$ cat config.mk
export PLATFORM = sky130hd
export DESIGN_NAME = display_7seg_scan
export DESIGN_NICKNAME = d
export VERILOG_FILES = /design/src/rtl/display_7seg_scan.sv
export SDC_FILE = /design/constraint.sdc
export NUM_CORES = 1
export LEC_CHECK = 0
export BUFFER_PORTS_ARGS = -buffer_cell sky130_fd_sc_hd__buf_2
export CAP_MARGIN = 20
export CORE_ASPECT_RATIO = 2
export CORE_MARGIN = 8
export CORE_UTILIZATION = 45
export DETAILED_ROUTE_END_ITERATION = 10
export GPL_TIMING_DRIVEN = 0
export MAX_ROUTING_LAYER = met4
export SLEW_MARGIN = 20
export SYNTH_ARGS = -nofsm -noshare
export SYNTH_HDL_FRONTEND = slang
export SYNTH_SLANG_ARGS = --single-unit
$ cat constraint.sdc
create_clock -name clk -period 2.74 [get_ports clk]
set_clock_uncertainty 0.2 [all_clocks]
set_input_delay 0.274 -clock clk [delete_from_list [all_inputs] [get_ports clk]]
set_output_delay 0.274 -clock clk [all_outputs]
set_load 0.05 [all_outputs]
$ cat src/rtl/display_7seg_scan.sv
// Scanned seven-segment driver with sequential double-dabble BCD conversion.
// Optional leading-zero blanking: define DISPLAY_7SEG_SCAN_LZB_EN.
module display_7seg_scan #(
    parameter int N_DIGITS = 4,
    parameter int BIN_W    = 14,
    parameter int SCAN_DIV = 50000
) (
    input  logic                clk,
    input  logic                rst,
    input  logic [BIN_W-1:0]    bin,
    input  logic                load,
    input  logic                hex_mode,
    output logic                busy,
    output logic [6:0]          seg,
    output logic [N_DIGITS-1:0] an
);

    function automatic logic [63:0] pow10(input int n);
        logic [63:0] p;
        p = 64'd1;
        for (int k = 0; k < n; k++) p = p * 64'd10;
        return p;
    endfunction

    localparam int DW = 4 * N_DIGITS;
    localparam int CW = (SCAN_DIV > 1) ? $clog2(SCAN_DIV) : 1;
    localparam int IW = (N_DIGITS > 1) ? $clog2(N_DIGITS) : 1;
    localparam int KW = $clog2(BIN_W + 1);
    localparam logic [63:0]   DMAX = pow10(N_DIGITS) - 64'd1;
    localparam logic [CW-1:0] CMAX = CW'(SCAN_DIV - 1);
    localparam logic [IW-1:0] IMAX = IW'(N_DIGITS - 1);
    localparam logic [KW-1:0] KMAX = KW'(BIN_W - 1);
    localparam logic [4:0]    DASH  = 5'd16;
    localparam logic [4:0]    BLANK = 5'd17;

    typedef enum logic [1:0] {
        IDLE,
        SHIFT,
        COMMIT
    } state_t;

    state_t            state, state_n;
    logic              accept, step, commit;
    logic [BIN_W-1:0]  sh;
    logic [DW-1:0]     bcd, adj;
    logic              hexm, ovf, cap_ovf;
    logic [KW-1:0]     it;
    logic [63:0]       bin64;
    logic [4:0]        dig   [N_DIGITS];
    logic [4:0]        dig_n [N_DIGITS];
    logic [CW-1:0]     pre;
    logic [IW-1:0]     idx;

    function automatic logic [6:0] enc(input logic [4:0] c);
        case (c)
            5'd0:    enc = 7'b1000000;
            5'd1:    enc = 7'b1111001;
            5'd2:    enc = 7'b0100100;
            5'd3:    enc = 7'b0110000;
            5'd4:    enc = 7'b0011001;
            5'd5:    enc = 7'b0010010;
            5'd6:    enc = 7'b0000010;
            5'd7:    enc = 7'b1111000;
            5'd8:    enc = 7'b0000000;
            5'd9:    enc = 7'b0010000;
            5'd10:   enc = 7'b0001000;
            5'd11:   enc = 7'b0000011;
            5'd12:   enc = 7'b1000110;
            5'd13:   enc = 7'b0100001;
            5'd14:   enc = 7'b0000110;
            5'd15:   enc = 7'b0001110;
            DASH:    enc = 7'b0111111;
            default: enc = 7'b1111111;
        endcase
    endfunction

    assign bin64   = 64'(bin);
    assign cap_ovf = hex_mode ? ((bin64 >> DW) != 64'd0)
                              : (bin64 > DMAX);
    assign busy    = (state != IDLE);

    always_ff @(posedge clk) begin
        if (rst) state <= IDLE;
        else     state <= state_n;
    end

    always_comb begin
        state_n = state;
        accept  = 1'b0;
        step    = 1'b0;
        commit  = 1'b0;
        unique case (state)
            IDLE: begin
                if (load) begin
                    accept  = 1'b1;
                    state_n = hex_mode ? COMMIT : SHIFT;
                end
            end
            SHIFT: begin
                step = 1'b1;
                if (it == KMAX) state_n = COMMIT;
            end
            COMMIT: begin
                commit  = 1'b1;
                state_n = IDLE;
            end
            default: state_n = IDLE;
        endcase
    end

    always_comb begin
        adj = bcd;
        for (int i = 0; i < N_DIGITS; i++)
            if (bcd[4*i +: 4] >= 4'd5)
                adj[4*i +: 4] = bcd[4*i +: 4] + 4'd3;
    end

`ifdef DISPLAY_7SEG_SCAN_LZB_EN
    logic lead;
`endif

    always_comb begin
`ifdef DISPLAY_7SEG_SCAN_LZB_EN
        lead = 1'b1;
`endif
        for (int i = N_DIGITS - 1; i >= 0; i--) begin
            dig_n[i] = {1'b0, bcd[4*i +: 4]};
            if (ovf) dig_n[i] = DASH;
`ifdef DISPLAY_7SEG_SCAN_LZB_EN
            // Blank while still inside the run of leading zeros.
            else if (!hexm && lead && i != 0 && bcd[4*i +: 4] == 4'd0)
                dig_n[i] = BLANK;
            if (bcd[4*i +: 4] != 4'd0) lead = 1'b0;
`endif
        end
    end

    always_ff @(posedge clk) begin
        if (rst) begin
            sh   <= '0;
            bcd  <= '0;
            hexm <= 1'b0;
            ovf  <= 1'b0;
            it   <= '0;
            for (int i = 0; i < N_DIGITS; i++) dig[i] <= 5'd0;
        end else begin
            if (accept) begin
                hexm <= hex_mode;
                ovf  <= cap_ovf;
                it   <= '0;
                if (hex_mode) begin
                    bcd <= bin64[DW-1:0];
                end else begin
                    bcd <= '0;
                    sh  <= bin;
                end
            end
            if (step) begin
                bcd <= {adj[DW-2:0], sh[BIN_W-1]};
                sh  <= sh << 1;
                it  <= it + 1'b1;
            end
            if (commit)
                for (int i = 0; i < N_DIGITS; i++) dig[i] <= dig_n[i];
        end
    end

    always_ff @(posedge clk) begin
        if (rst) begin
            pre <= '0;
            idx <= '0;
            seg <= 7'b1111111;
            an  <= '1;
        end else begin
            if (pre == CMAX) begin
                pre <= '0;
                idx <= (idx == IMAX) ? '0 : idx + 1'b1;
            end else begin
                pre <= pre + 1'b1;
            end
            seg <= enc(dig[idx]);
            an  <= ~(N_DIGITS'(1) << idx);
        end
    end

endmodule

=== Word-level counts from Yosys, hierarchy flattened ===
Memory sizes are Yosys's and may differ from the RTL's. A register that Yosys moved wholly into a read port is not among the register bits.
Cells that the tools add are included.

* Bits in registers: 59
* Bits in writable memories: 20
* Memory bits (read-only): 224
* Word-level logic and storage cells: 83
* Memories kept: 2

* Add/subtract/negate cells: 7
* $lt $le $gt $ge: 5
* Equality and inequality tests: 8
* Shift-type cells: 1
* Multiplexer cells: 37
* Bitwise gates (word level): 6
* Reduce and logical (&&, ||, !) cells: 8

{| class="wikitable"
|+ Memories
! memory !! words !! width !! rd ports !! clocked after Yosys merged registers in !! write ports !! line !! text
|-
| (no name shown) || 32 || 7 || 1 || 1 || 0 || 55 || <nowiki>case (c)</nowiki>
|-
| dig || 4 || 5 || 1 || 1 || 4 || 49 || <nowiki>logic [4:0] dig [N_DIGITS];</nowiki>
|}

{| class="wikitable"
|+ Operators by type and width
! operator !! number
|-
| 14-bit two-way mux || 4
|-
| 5-bit two-way mux || 8
|-
| 16-bit two-way mux || 2
|-
| 4-bit two-way mux || 5
|-
| 16-bit by 1-bit adder with 16-bit output, second input constant || 1
|-
| 16-bit == test, second input constant || 1
|-
| 4-bit by 3-bit greater-or-equal comparator with 1-bit output, second input constant || 4
|-
| 14-bit > comparator, second input constant || 1
|-
| 4-bit by 2-bit adder with 4-bit output, second input constant || 3
|-
| 2-bit two-way mux || 6
|-
| 1-bit two-way mux || 10
|-
| 2-bit AND reduction || 3
|-
| 4-bit by 1-bit adder with 4-bit output, second input constant || 1
|-
| 2-bit == test, second input constant || 2
|-
| 4-bit == test, second input constant || 1
|-
| 2-bit != test, second input constant || 2
|-
| 4-bit inverter || 1
|-
| 1-bit bitwise OR || 4
|-
| 2-bit one-hot mux with 2 select lines || 1
|-
| 2-bit nonzero test || 2
|-
| 2-bit OR reduction || 2
|-
| 1-bit by 2-bit << shifter with 4-bit output, first input constant || 1
|-
| 3-bit by 2-bit adder with 3-bit output, second input constant || 1
|-
| 3-bit two-way mux || 1
|-
| other kinds (5) || 5
|}

=== Depth between registers and ports, before layout ===
Gate-level depths: netlist (run 1).

* Depth in word-level cells: 6
* Mapped depth: 8
* Mapped depth without buffers: 7

=== Least setup slack after synthesis (run 1) ===
No wires, ideal clock.

* Path type: reg-to-reg
* Start point: register (tool-made name)
* End point: register seg[6]
* Setup time: 140 ps
* Arrival: 1749 ps
* Data required time: 2400 ps
* Slack: 651 ps
* Cell stages (with the launch flop): 9
* Path buffers: 1
* Clock period less this slack: 2089 ps
* Cells stage by stage: dfxtp_1 -> buf_4 -> mux4_2 -> inv_1 -> ha_1 -> nor3b_1 -> a31oi_1 -> o21ai_0 -> o311ai_0

{| class="wikitable"
|+ RTL lines
! element !! line !! text
|-
| end, declared || 14 || <nowiki>output logic [6:0] seg,</nowiki>
|}

=== Worst setup path after layout (run 1) ===
* Start point: register state[0]
* End point: register bcd[8]

* Word-level cells in the longest chain between the ends: 3

{| class="wikitable"
|+ RTL lines
! element !! line !! text
|-
| start, declared || 42 || <nowiki>state_t state, state_n;</nowiki>
|-
| start signal, assigned || 84 || <nowiki>else state <= state_n;</nowiki>
|-
| 2-bit by 1-bit == test with 1-bit output or 2-bit logical NOT (tied branches) || 92 || <nowiki>unique case (state)</nowiki>
|-
| 1-bit two-way mux || 92 ||
|-
| 16-bit two-way mux or 2-bit nonzero test (tied branches) || - ||
|-
| end signal, assigned || 152 || <nowiki>bcd <= bin64[DW-1:0];</nowiki>
|-
| end signal, assigned || 159 || <nowiki>bcd <= {adj[DW-2:0], sh[BIN_W-1]};</nowiki>
|-
| end, declared || 45 || <nowiki>logic [DW-1:0] bcd, adj;</nowiki>
|}

Several ways; a longest one is shown, not always the timed one.
A chain may end at the register's enable or synchronous reset.

==> results.cfg, run 1 <==
[outcome]
outcome = completed

[floorplanning]
rows = 49
die_h_um = 151.5
dieArea_um2 = 12700
core_um2 = 8951
die_x_um = 83.78
start_util_pct = 46.18
ios = 30

[final_layout]
area_growth_pct = 12.89
layout-drive-gt1-share_pct = 13.03
nets = 509
n_antenna_cell = 0
design_area_um2 = 4667

[place]
detailed_place.area_um2 = 4402
hpwl_um = 7340
gp_congestion = 0.8957
pre_cts_slack_ns = 0.3102
port_buffers = 28

[power_and_ir_drop]
p_leak_nw = 1.766
max-vdd-ir-drop_mv = 0.3301
powerDensity_nw_per_um2 = 616.2

[sta]
max_freq_mhz = 422.3
setup_viol = 0
hold_ws_ns = 0.05798
period_share_pct = 86.42
final_hold_viol_count = 0
drv_slew = 0
rsz0062_at_grt = no
tns_ns = 0
period_minus_slack_ns = 2.368
setup_ws_ns = 0.3722
relSlewSlack_pct = 41.35
max_slew.worst_pin.slew_ns = 0.8676

[synth]
avgSynthCellArea_um2 = 9.569
syn_nets = 470
synth_area_um2 = 4134
ys_types = 52
ys_ff_latch = 85
syn_inst = 432
synth_warnings = 0
synth_edf_count = 17
ys.flop_type = dfxtp_1
async_reset_ff_share_pct = 0
synth-seq-area-share_pct = 45.28

[clock_network]
path_clk_slew_ns = 0.06
cts_tree = done
ctsHtreeMaxLevel = 3
cts_buffers = 9
postCtsSetupRepairBufs = 0
insertion_delay_ns = 0.34
clockRootBuffer = clkbuf_16
cts_buffer_depth = 2
cts_hold_buf = 0
cts_resized = 0
cts_sinks = 85

[worst_setup_path]
cp_num_cells = 5
max_stage_delay_ns = 0.52
path_cells = inv_1, nor2_1, clkbuf_1, nand3_1, a221oi_1
cp_num_buf_inv = 2
critPathKind = reg -> reg
path_max_fanout = 10
cp.required_ns = 2.78
crit_family = simple AND/OR/NAND/NOR gates
r2r_cells = 5
cp.arrival_ns = 2.41
start_kind = flop
slowest_stage = nor2_1
endpoint_kind = flop

[route]
drt-initial-drc-count = 165
wl_um = 9409
ant_nets = 0
drc = 0
vias = 3158
detail_route.wl_per_cell_um = 16.28
via_per_inst = 5.464
drt_pass1_iterations = 4

[grt]
grt_pass1_wl_um = 15400
overflow = 0
antenna_found_initial = 0
gr-usage-all-layers_pct = 15.72
grt_start_max_net_pins = 18
grt_pass1_vias = 3251

[worst_hold_path]
hold_path_class = in -> reg
hold_path_depth = 3

[run]
timing.max_cap.violations = 0
## cells in the mapped netlist (all sizes together), types with 13 or more instances
library cell	n	share of area [%]
nand2	22	2.0
and2	18	2.7
ha	20	6.1
nor2	62	5.8
clkbuf	14	1.3
o21ai	13	1.6
nand3	14	1.7
dfxtp	68	33
mux2i	23	5.6
edfxtp	17	12
a211oi	19	3.5
xnor2	15	3.2
inv	19	1.7
## worst reg2reg max path, delay by kind of cell (launching register included)
family	cells	cell delay, ns
simple gates	2	0.68
buf+inv	2	0.63
compound gates	1	0.28
flops	1	0.48
## registers in the layout, indices dropped and copies added, names as in the netlist, named ones only
name and count:
dig 17, bcd 16, pre 16, sh 14, seg 7, an 4
it 4, idx 2, state 2, ovf 1
## cell usage in the layout, fill, tap and decap left out, types with 13 or more instances in the layout
cell type and n:
a211oi_1 19, clkbuf_1 17, nand3_1 14, nand2_1 22, buf_2 31, xnor2_1 15, mux2i_1 23, o21ai_0 13
ha_1 20, edfxtp_1 17, inv_1 18, nor2_1 61, and2_1 18, dfxtp_1 68
## where the power goes
part	total [mW]	internal (mW)	switching [mW]
Clock	1.10	0.635	0.464
Combinational	0.385	0.146	0.239
Sequential	1.39	1.34	0.0474
Total	2.88	2.13	0.751
## worst paths after layout
| check | start | to | slack, ns |
|---|---|---|---|
| max | state[0] | bcd[8] | 0.37 |
| min | bin[13] | ovf | 0.06 |
| max reg2reg | state[0] | bcd[8] | 0.37 |
| min reg2reg | sh[13] | sh[13] | 0.26 |
## logic make-up after synthesis
group           count (synthesis)  share of synthesized area (%)
flops                          85                          45.28
mux                            30                          8.293
xor+xnor                       21                          4.449
simple gates                  160                          19.25
buf+inv                        43                          4.358
fa+ha+maj                      20                          6.053
compound gates                 73                          12.32
## metrics by stage
step	cells	total power, mW	utilization [%]
after floorplan	432	1.693	-
final	578	2.876	52.14
after global placement	562	1.796	49.18
after detailed placement	562	1.804	49.18
after CTS	578	2.905	52.14
after global routing	578	3.000	52.14
## per-layer routing
layer	up-vias	global-route usage, %	routed length, µm
li1	1597	-	-
met1	1476	12.52	3273
met2	61	31.28	5488
met3	24	3.426	287
met4	0	9.478	360
met5	-	-	0
## layout make-up
cell class	count	area, µm²
buffer	24	108.9
tap	102	127.6
clock inverter	3	15.01
sequential	85	1872
timing repair buffer	28	140.1
inverter	19	71.32
clock buffer	13	250.2
fill	860	4284
multi-input combinational	304	2082
Note: power is estimated with default switching activity, not from simulation.
==> run 2: changes to the inputs <==
RECOVER_POWER = 100   (was not set)
==> results.cfg, run 2 (synthesis gave the netlist of run 1 again) <==
[route]
wl_um = 9417
detail_route.wl_per_cell_um = 16.29
drt-initial-drc-count = 148
drc = 0
vias = 3178
drt_pass1_iterations = 6
ant_nets = 0
via_per_inst = 5.498

[power_and_ir_drop]
p_leak_nw = 1.716
powerDensity_nw_per_um2 = 619.8
max-vdd-ir-drop_mv = 0.3304
power.total_mw = 2.874

[sta]
relSlewSlack_pct = 39.82
final_hold_viol_count = 0
hold_ws_ns = 0.04757
max_freq_mhz = 416.4
drv_slew = 0
max_slew.worst_pin.slew_ns = 0.8902
period_minus_slack_ns = 2.401
tns_ns = 0
period_share_pct = 87.64
setup_viol = 0
setup_ws_ns = 0.3386
rsz0062_at_grt = no

[worst_setup_path]
r2r_cells = 8
rrSetupSlack_ns = 0.34
max_stage_delay_ns = 0.43
endpoint_kind = flop
critPathKind = reg -> reg
cp.required_ns = 2.74
start_kind = flop
cp.arrival_ns = 2.40
slowest_stage = mux4_2
path_max_fanout = 7
path_cells = clkbuf_1, mux4_2, inv_1, ha_1, nor3b_1, a31oi_1, o21ai_0, o311ai_0

[clock_network]
cts_resized = 0
cts_tree = done
cts_hold_buf = 0
cts_buffer_depth = 2
cts_sinks = 85
clockRootBuffer = clkbuf_16
insertion_delay_ns = 0.34
ctsHtreeMaxLevel = 3
path_clk_slew_ns = 0.06
postCtsSetupRepairBufs = 0
cts_buffers = 9

[grt]
gr-usage-all-layers_pct = 15.72
overflow = 0
grt_start_max_net_pins = 18
grt_pass1_vias = 3251
grt_pass1_wl_um = 15400
antenna_found_initial = 0

[floorplanning]
ios = 30
die_x_um = 83.78
dieArea_um2 = 12700
start_util_pct = 46.18
die_h_um = 151.5
rows = 49
core_um2 = 8951

[final_layout]
final_common_cell = dfxtp_1
final_cell_mix = dfxtp_1, nor2_1, clkbuf_1, mux2i_1, nand2_1
layout.cells.non_filler = 578
area_growth_pct = 12.17
nets = 509
largest_register = dig
layout-drive-gt1-share_pct = 9.244
n_antenna_cell = 0
largest_reg_flops = 17
reg_top3 = dig: 17 flops, bcd: 16 flops, pre: 16 flops

[place]
pre_cts_slack_ns = 0.3102
dp_cells = 562
gp_congestion = 0.8957
port_buffers = 28
hpwl_um = 7340

[worst_hold_path]
holdCritStartpoint = bin[13]
hold_path_depth = 3
hold_path_class = in -> reg

[outcome]
outcome = completed

[run]
timing.max_cap.violations = 0
## run 2: where the power goes
part | total, mW | switching, mW | internal, mW
registers | 1.39 | 0.0484 | 1.34
logic | 0.380 | 0.239 | 0.141
clock network | 1.10 | 0.466 | 0.635
## run 2: routing by layer
layer | track usage (%) | up-vias | part of all wire (%)
met5 | - | - | 0
met4 | 9.478 | 0 | 3.8
met3 | 3.426 | 24 | 3.3
met2 | 31.28 | 62 | 58
met1 | 12.52 | 1493 | 35
li1 | - | 1599 | -
## run 2: cell type report
class	count	area, µm²
timing repair buffer	28	123.9
multi-input combinational	304	2071
sequential	85	1872
tap	102	127.6
fill	870	4314
inverter	19	71.32
clock inverter	3	15.01
buffer	24	106.4
clock buffer	13	250.2
## run 2: stage by stage
stage / area [µm²] / utilization [%]
2_1_floorplan: 4134 / -
3_3_place_gp: 4402 / 49.18
3_5_place_dp: 4402 / 49.18
4_1_cts: 4667 / 52.14
5_1_grt: 4637 / 51.80
6_report: 4637 / 51.80
## run 2: worst max-delay path, delay by kind of cell (launching register included)
| kind | cells | cell delay (ns) |
|---|---|---|
| buf+inv | 2 | 0.53 |
| mux | 1 | 0.43 |
| flops | 1 | 0.33 |
| compound gates | 3 | 0.33 |
| fa+ha+maj | 1 | 0.27 |
| simple gates | 1 | 0.20 |
## run 2: path summary, 6_finish.rpt
check                              end
worst min register to register  sh[13]
worst max-delay path            seg[6]
worst max register to register  seg[6]
worst min-delay path               ovf
==> run 3: changes to the inputs <==
MAX_ROUTING_LAYER = not set   (was met4)
clock period = 2.7 ns   (was 2.74 ns; I/O delays follow)
==> results.cfg, run 3 (synthesis gave the netlist of run 1 again) <==
[outcome]
outcome = completed

[route]
drt-initial-drc-count = 143
drt_pass1_iterations = 4
wl_um = 9402
drc = 0
via_per_inst = 5.514
vias = 3187
ant_nets = 0
detail_route.wl_per_cell_um = 16.27

[final_layout]
final_cell_mix = dfxtp_1, nor2_1, clkbuf_1, mux2i_1, nand2_1
layout.cells.non_filler = 578
reg_top3 = dig: 17 flops, bcd: 16 flops, pre: 16 flops
nets = 509
final_common_cell = dfxtp_1
largest_reg_flops = 17
layout-drive-gt1-share_pct = 9.244
area_growth_pct = 12.11
largest_register = dig
n_antenna_cell = 0

[sta]
rsz0062_at_grt = no
max_slew.worst_pin.slew_ns = 0.8965
period_minus_slack_ns = 2.404
final_hold_viol_count = 0
drv_slew = 0
tns_ns = 0
max_freq_mhz = 415.9
setup_viol = 0
period_share_pct = 89.05
relSlewSlack_pct = 39.39

[grt]
grt_start_max_net_pins = 18
grt_pass1_wl_um = 15400
overflow = 0
antenna_found_initial = 0
grt_pass1_vias = 3248
gr-usage-all-layers_pct = 15.29

[power_and_ir_drop]
max-vdd-ir-drop_mv = 0.3348
p_int_mw = 2.151
combPwrFrac_pct = 13.2
p_sw_share_pct = 26.16
power.total_mw = 2.914
p_seq_share_pct = 48.5
power_switching_mw = 0.7622
p_leak_nw = 1.715
powerDensity_nw_per_um2 = 628.7
p_clk_share_pct = 38.2

[worst_setup_path]
cp.required_ns = 2.70
slowest_stage = mux4_2
max_stage_delay_ns = 0.43
cp_num_buf_inv = 2
critPathKind = reg -> reg
path_cells = clkbuf_1, mux4_2, inv_1, ha_1, nor3b_1, a31oi_1, o21ai_0, o311ai_0
start_kind = flop
cp.arrival_ns = 2.40
path_max_fanout = 7
crit_family = buffers and inverters
endpoint_kind = flop

[place]
port_buffers = 28
hpwl_um = 7340
dp_cells = 562
gp_congestion = 0.8812

[floorplanning]
start_util_pct = 46.18
dieArea_um2 = 12700
rows = 49
core_um2 = 8951
ios = 30
die_x_um = 83.78
die_h_um = 151.5

[run]
timing.max_cap.violations = 0

[clock_network]
cts_hold_buf = 0
cts_tree = done
clockRootBuffer = clkbuf_16
cts_resized = 0
postCtsSetupRepairBufs = 0
cts_sinks = 85
cts_buffers = 9
insertion_delay_ns = 0.34
path_clk_slew_ns = 0.06
cts_buffer_depth = 2
ctsHtreeMaxLevel = 3

[worst_hold_path]
hold_path_class = in -> reg
==> run 3: changes by cell type in the layout (fill, tap and decap cells not counted), sizes merged <==
cell,change
clkbuf,+1
buf,-1
==> run 3: layout make-up <==
type / instances / area [µm²]
buffer: 24 / 103.9
clock buffer: 13 / 250.2
clock inverter: 3 / 15.01
fill: 870 / 4317
inverter: 19 / 71.32
multi-input combinational: 304 / 2071
sequential: 85 / 1872
tap: 102 / 127.6
timing repair buffer: 28 / 123.9
==> run 3: worst paths after layout <==
kind                            startpoint      to  slack (ns)  depth (start not counted)
worst max-delay path                  flop  seg[6]        0.30                          8
worst min-delay path               bin[13]     ovf        0.04                          3
worst max register to register        flop  seg[6]        0.30                          8
worst min register to register      sh[13]  sh[13]        0.26                          2
==> run 3: power by group through the flow <==
stage               Clock, mW  Combinational, mW  Sequential [mW]
floorplan                   0              0.260             1.46
global placement            0              0.384             1.44
detailed placement          0              0.390             1.44
CTS                      1.14              0.393             1.41
global route             1.19              0.428             1.42
finish                   1.11              0.386             1.41
==> run 3: worst reg2reg max path, delay by kind of cell (launching register included) <==
family | cells | cell delay [ns]
muxes | 1 | 0.43
AOI/OAI and AO/OA | 3 | 0.33
DFF | 1 | 0.33
adders and majority gates | 1 | 0.27
buffers and inverters | 2 | 0.53
and+or+nand+nor | 1 | 0.20
==> run 3: through the flow <==
stage          hold slack (ns)  area, µm²  setup WS, ns  util, %
5_1_grt                0.04776       4634       0.09264    51.78
2_1_floorplan           0.2257       4134        0.6107        -
6_report               0.04289       4634        0.2958    51.78
3_3_place_gp            0.2422       4402        0.2589    49.18
4_1_cts                0.03222       4667        0.3252    52.14
3_5_place_dp            0.2486       4402        0.2742    49.18
==> run 3: metal layers <==
layer / wire, µm / global-route usage, %
met5: 0 / 0
met2: 5577 / 31.28
met4: 297 / 9.478
met3: 288 / 3.373
met1: 3240 / 12.55
